`src/rtl/draw_seq_pkg.sv`:
```
// Shared types and the region table for the draw sequencer.
// Rectangle bounds are inclusive. A region with lower > upper on either axis is empty and gets skipped.
package draw_seq_pkg;

  localparam int SCREEN_W    = 160;
  localparam int SCREEN_H    = 120;
  localparam int MAX_REGIONS = 16;

  typedef struct packed {
    logic [7:0] lx;
    logic [7:0] ux;
    logic [6:0] ly;
    logic [6:0] uy;
  } region_t;

  typedef enum logic [2:0] {
    S_IDLE,
    S_LOAD,
    S_START,
    S_ARM,
    S_WAIT,
    S_FINISH
  } state_t;

  localparam region_t REGION_FULL   = '{lx: 8'd0,  ux: 8'(SCREEN_W - 1), ly: 7'd0,  uy: 7'(SCREEN_H - 1)};
  localparam region_t REGION_TOP    = '{lx: 8'd40, ux: 8'd119, ly: 7'd30, uy: 7'd49};
  localparam region_t REGION_BOTTOM = '{lx: 8'd40, ux: 8'd119, ly: 7'd70, uy: 7'd89};
  localparam region_t REGION_EMPTY  = '{lx: 8'd10, ux: 8'd5,   ly: 7'd0,  uy: 7'd0};

  // Entries above index 3 are empty so that larger NUM_REGIONS settings simply skip them.
  localparam region_t [MAX_REGIONS-1:0] REGION_TABLE = {
    {(MAX_REGIONS - 4){REGION_EMPTY}},
    REGION_EMPTY, REGION_BOTTOM, REGION_TOP, REGION_FULL
  };

  function automatic logic region_empty(input region_t r);
    return (r.lx > r.ux) || (r.ly > r.uy);
  endfunction

endpackage

```
`src/rtl/draw_region_rom.sv`:
```
// Combinational lookup from region index to rectangle bounds.
module draw_region_rom
  import draw_seq_pkg::*;
(
  input  logic [3:0] region_idx,
  output region_t    region
);

  assign region = REGION_TABLE[region_idx];

endmodule

```
`src/rtl/draw_sequencer.sv`:
```
// Walks the region table and hands each rectangle to the downstream drawer with a start/done handshake.
// Define DRAW_SEQ_TIMEOUT_EN to build the per-region watchdog. Without it, timeout_err is tied low.
module draw_sequencer
  import draw_seq_pkg::*;
#(
  parameter int NUM_REGIONS    = 4,
  parameter int TIMEOUT_CYCLES = 20000
)
(
  input  logic       clock,
  input  logic       reset_n,
  input  logic       trigger,
  input  logic       abort,
  input  logic       drawer_done,
  output logic       drawer_start,
  output logic [7:0] lowerXBound,
  output logic [7:0] upperXBound,
  output logic [6:0] lowerYBound,
  output logic [6:0] upperYBound,
  output logic [3:0] region_idx,
  output logic       busy,
  output logic       seq_done,
  output logic       timeout_err
);

  localparam logic [3:0] LAST_IDX = 4'(NUM_REGIONS - 1);

  state_t  state, next_state, decision;
  region_t region;
  logic    abort_pending, abort_now, accept, wd_fire;

  draw_region_rom u_rom (
    .region_idx (region_idx),
    .region     (region)
  );

  assign abort_now = abort | abort_pending;
  assign accept    = (state == S_IDLE) && trigger && !abort;
  assign decision  = abort_now ? S_IDLE : ((region_idx == LAST_IDX) ? S_FINISH : S_LOAD);

`ifdef DRAW_SEQ_TIMEOUT_EN
  localparam int WD_W = $clog2(TIMEOUT_CYCLES + 1);
  logic [WD_W-1:0] wd_count;

  assign wd_fire = (state == S_WAIT) && !drawer_done && (wd_count == WD_W'(TIMEOUT_CYCLES - 1));

  always_ff @(posedge clock) begin
    if (!reset_n) begin
      wd_count    <= '0;
      timeout_err <= 1'b0;
    end else begin
      if (state != S_WAIT)
        wd_count <= '0;
      else
        wd_count <= wd_count + 1'b1;
      if (accept)
        timeout_err <= 1'b0;
      else if (wd_fire)
        timeout_err <= 1'b1;
    end
  end
`else
  logic unused_timeout_cfg;
  assign unused_timeout_cfg = (TIMEOUT_CYCLES != 0);
  assign wd_fire            = 1'b0;
  assign timeout_err        = 1'b0;
`endif

  always_ff @(posedge clock) begin
    if (!reset_n)
      state <= S_IDLE;
    else
      state <= next_state;
  end

  always_comb begin
    next_state = state;
    case (state)
      S_IDLE:   if (accept) next_state = S_LOAD;
      S_LOAD: begin
        if (abort_now)                 next_state = S_IDLE;
        else if (region_empty(region)) next_state = decision;
        else                           next_state = S_START;
      end
      S_START:  next_state = S_ARM;
      // The drawer's done flag is still high from the previous rectangle here.
      S_ARM:    next_state = S_WAIT;
      S_WAIT: begin
        if (drawer_done)  next_state = decision;
        else if (wd_fire) next_state = S_IDLE;
      end
      S_FINISH: next_state = S_IDLE;
      default:  next_state = S_IDLE;
    endcase
  end

  // All outputs are registered from next_state so they line up with the state they describe.
  always_ff @(posedge clock) begin
    if (!reset_n) begin
      drawer_start  <= 1'b0;
      busy          <= 1'b0;
      seq_done      <= 1'b0;
      region_idx    <= '0;
      abort_pending <= 1'b0;
      lowerXBound   <= '0;
      upperXBound   <= '0;
      lowerYBound   <= '0;
      upperYBound   <= '0;
    end else begin
      drawer_start <= (next_state == S_START);
      busy         <= (next_state != S_IDLE);
      seq_done     <= (next_state == S_FINISH);
      if (accept)
        region_idx <= '0;
      else if ((state == S_LOAD || state == S_WAIT) && next_state == S_LOAD)
        region_idx <= region_idx + 4'd1;
      if (state == S_LOAD) begin
        lowerXBound <= region.lx;
        upperXBound <= region.ux;
        lowerYBound <= region.ly;
        upperYBound <= region.uy;
      end
      if (next_state == S_IDLE)
        abort_pending <= 1'b0;
      else if (abort && state != S_IDLE)
        abort_pending <= 1'b1;
    end
  end

endmodule

```
`config.mk`:
```
export PLATFORM = sky130hd
export DESIGN_NAME = draw_sequencer
export DESIGN_NICKNAME = d
export VERILOG_FILES = /design/src/rtl/draw_seq_pkg.sv /design/src/rtl/draw_region_rom.sv /design/src/rtl/draw_sequencer.sv
export SDC_FILE = /design/constraint.sdc
export NUM_CORES = 1
export LEC_CHECK = 0
export BUFFER_PORTS_ARGS = -buffer_cell sky130_fd_sc_hd__buf_4
export CORE_ASPECT_RATIO = 1.75
export CORE_MARGIN = 4
export CORE_UTILIZATION = 50
export DETAILED_ROUTE_END_ITERATION = 12
export PLACE_DENSITY_LB_ADDON = 0.12
export SYNTH_ARGS = -nofsm -noshare
export SYNTH_HDL_FRONTEND = slang
export SYNTH_SLANG_ARGS = --single-unit
```
`constraint.sdc`:
```
create_clock -name clock -period 7.16 [get_ports clock]
set_input_delay 1.432 -clock clock [delete_from_list [all_inputs] [get_ports clock]]
set_output_delay 1.432 -clock clock [all_outputs]
set_load 0.01 [all_outputs]
```
# After elaboration in Yosys (flattened, before gate mapping)
# Memory sizes are Yosys's and may differ from the RTL's. A register that Yosys moved wholly into a read port is not among the register bits.
# Cells that the tools add are included.
# word_totals
reg_bits	41
rom_bits	480
inputBits	5
output_inout_bits	38
word_cells	48
n_memories	1
# classes
n_addsub	1
magnitude_cmp	3
eq_ne	8
muxes	10
n_bitwise	2
reduce_logical	13
# memory_table
name	words	width	read_ports	rd_ports_with_merged_regs	wr	line	rtl
(no name shown)	16	30	1	1	0	draw_region_rom.sv:9	assign region = REGION_TABLE[region_idx];
# op_table
operator	n
$mux W30	1
$mux W3	6
$pmux W3 S5	1
$eq A3 B2 Y1 const B	3
$gt A8 B8 Y1	1
$mux W4	2
$gt A7 B7 Y1	1
$eq A3 B1 Y1 const B	2
$eq A3 B3 Y1 const B	2
$logic_not A3 Y1	2
$reduce_bool A3 Y1	2
$lt A4 B5 Y1 const B	1
$add A4 B1 Y4 const B	1
$eq A4 B2 Y1 const B	1
$logic_and A1 B1 Y1	4
$reduce_or A2 Y1	2
$logic_or A1 B1 Y1	2
$logic_not A1 Y1	1
$not A1 Y1	1
$or A1 B1 Y1	1

# Depth between registers and ports, before layout
# logic_depth
depth_word	11
ltp_mapped	10
mapped_depth_nobuf	10

# Hierarchy
# A second synthesis with hierarchy kept.
# unflattened
cells_unflattened	295
hier_area_um2	2367.3
# modules_own_cells
module	n_inst	cells_per_inst	area_per_inst_um2	seq_area_each_um2
draw_sequencer	1	255	2068.2	820.8
draw_region_rom	1	40	299.0	0.0

# Worst setup path before layout
# OpenSTA, ideal clock, no wires.
# synth_timing
path_kind	input -> register
start	input abort
end	register region[20] (netlist name)
setup_time_ns	0.127
arrival_ns	3.209
t_required_ns	7.033
path_slack_ns	3.823
path_stages	7
path_buffers	0
cell_sequence	or3_4 nor2_4 nand3_4 a21oi_4 mux2i_1 ha_1 nor2b_1
# synth_lines
element	line	rtl
start, declared	draw_sequencer.sv:13	input logic abort,

==> metrics <==
Synth area leader dfxtp_1; clk buf depth 2; NetSw 0.0821 mW; most frequent cells in the layout buf_4 (34), dfxtp_1 (30), nor2_1 (22); Netlist cell types 41; total global routing overflow 0; Sw Share 19.8%; area of the core 2990 sq um; post-synthesis sequential area ratio 37.6%; Main synth FF type dfxtp_1; Worst EP arrival 3.51 ns; CTS H-tree lvls 2; chip height 82.8 um; Port-buffer cells 34; Synth area leaders dfxtp_1 (38%), buf_4 (9.9%), mux2i_1 (7.5%); ANT cells 0; combinational group share of total power 7.3%; Area Growth Syn to Fin 19.0%; crit path max fanout 6; clk root buf clkbuf_8; Leak 0.878 nW; Clk network pwr share 50.9%; number of synthesized flops with an enable pin 0; Min-Delay Path Class reg2reg; outcome completed; initial antenna violation count 0; reg-to-reg slack, setup 4.43 ns; Clock transition at path regs 0.06 ns; peak supply drop 199 uV; number of max-cap violations 0; FFs w/ async S/R, synth 0%; vias in the first global route 1179; cts hold-fix bufs 0; final WL 3.16 mm; Via-to-Cell Ratio 5.07; worst hold start region[23]; commonest non-fill, non-tap cell in the layout buf_4; Max Freq 0.299 GHz; CP endpoint kind flop; RR Endpoint region[20]; routed via count 1202; worst r2r src region[13]; critical path data required time 7.32 ns; measured slew at the worst slew-check pin 0.603 ns; WL per Instance 13.3 um; placed cell area 1760 sq um; # rows 26; syn avg cell area 9.45 sq um; Worst Hold Endpoint lowerXBound[1]; Post-CTS Setup Bufs 0; Fin. Hold Viols 0; DIE WIDTH 50.7 um; setup TNS 0 ns; final instance area 1900 sq um; Worst Skew 0.00727 ns; synth warn 0; CTS sink cnt 30; initial core utilization 53.4%; DR iter-0 viols 15; CP Launch Type primary input; Yosys reg bits 30; clk_lat worst skew 0.28 ns; unrepaired setup endpoints after global routing false; Routability Congestion 0.909; Slew Limit Fails 0; Num CTS Buffers 5; num ports 43; Tmin final 3.35 ns; hold path depth 2; post-CTS sizing 0; share of cells above drive strength 1 26.2%; hold slack 0.477 ns; Internal 0.332 mW; pin count of the biggest net entering global routing 13; WS Path Type in2reg; gr usage total 16.6%; DP Wirelength 2.48 mm; r2r worst-path depth 9; PwrDens 218 nW/um^2; fin crit share 46.7%; total power 0.414 mW; Rel. slew slack 59.8%; Syn Inst Count 169; share of Yosys cell area claimed by the top area cell type 37.6%; # setup viols final 0; first-pass iteration count of the detailed router 4; Seq pwr share 41.8%; die footprint 4200 sq um; first-pass GRT wire length 5.13 mm; DRC Markers 0; TritonCTS clock tree yes; antenna-violating nets left 0; synthesized area 1600 sq um; final net count 207
-- flip-flops by register name, indices dropped and copies added, names as in the netlist --
signal         cells
seq_done           1
upperXBound        4
abort_pending      1
upperYBound        3
drawer_start       1
busy               1
region_idx         4
state              3
region             9
lowerXBound        2
lowerYBound        1
-- layout make-up --
type / count / area, sq um
clock buffer: 6 / 82.6
sequential: 30 / 601
clock inverter: 2 / 60.1
tap: 42 / 52.6
inverter: 11 / 41.3
multi-input combinational: 112 / 810
timing repair buffer: 34 / 255
fill: 274 / 1090
-- power by group through the flow --
stage	registers, mW	clock network [mW]	logic [mW]
finish	0.173	0.210	0.0304
global placement	0.177	0	0.0298
CTS	0.173	0.216	0.0306
detailed placement	0.177	0	0.0303
floorplan	0.177	0	0.0238
global route	0.173	0.223	0.0331
-- cells by family after synthesis --
group | share of synthesized area (%)
flip-flops | 37.6
AND/OR/NAND/NOR | 18.6
adder cells (fa/ha/maj) | 6.26
XOR/XNOR | 2.19
other | 0.235
AO/OA/AOI/OAI | 14.3
multiplexers | 7.52
buffers and inverters | 13.4
-- per-layer routing --
metal	global-route usage [%]	wire length (um)	part of all wire [%]
met1	15.6	1180	37
met2	29.5	1660	52
met3	3.76	126	4.0
met4	14.8	198	6.3
met5	0	0	0
-- critical path: stages --
cell     delay, ns
buf_4         0.13
or3_4         0.39
nor2_4        0.16
nand3_4       0.12
a21oi_4       0.31
mux2i_1       0.51
ha_1          0.33
nor2b_1       0.12
-- Yosys cell counts (2+ instances only) --
library cell  instances
dfxtp_1              30
nor2_1               22
buf_4                21
mux2i_1              12
inv_1                11
ha_1                  8
nand2_1               6
a211oi_1              5
a21oi_1               5
a31oi_1               4
nand3_1               4
nor2b_1               4
o21ai_0               4
xnor2_1               3
a21o_1                2
nand2b_1              2
nor4bb_1              2
-- worst max path at each step --
stage | startpoint | slack (ns) | end | cells past startpoint
6_report | abort | 3.81 | region[20] | 8
5_1_grt | abort | 3.65 | region[20] | 8
4_1_cts | abort | 3.82 | region[20] | 8
3_5_place_dp | abort | 3.52 | region[20] | 8
3_3_place_gp | abort | 3.60 | region[20] | 8
2_1_floorplan | abort | 3.82 | region[20] | 7
-- metrics by stage --
stage                     instances  util (%)  worst slack [ns]
after floorplan                 176         -              3.82
after global placement          229      58.8              3.60
after detailed placement        229      58.8              3.52
after CTS                       237      63.5              3.82
after global routing            237      63.5              3.65
final                           237      63.5              3.81
Note: power is estimated with default switching activity, not from simulation.
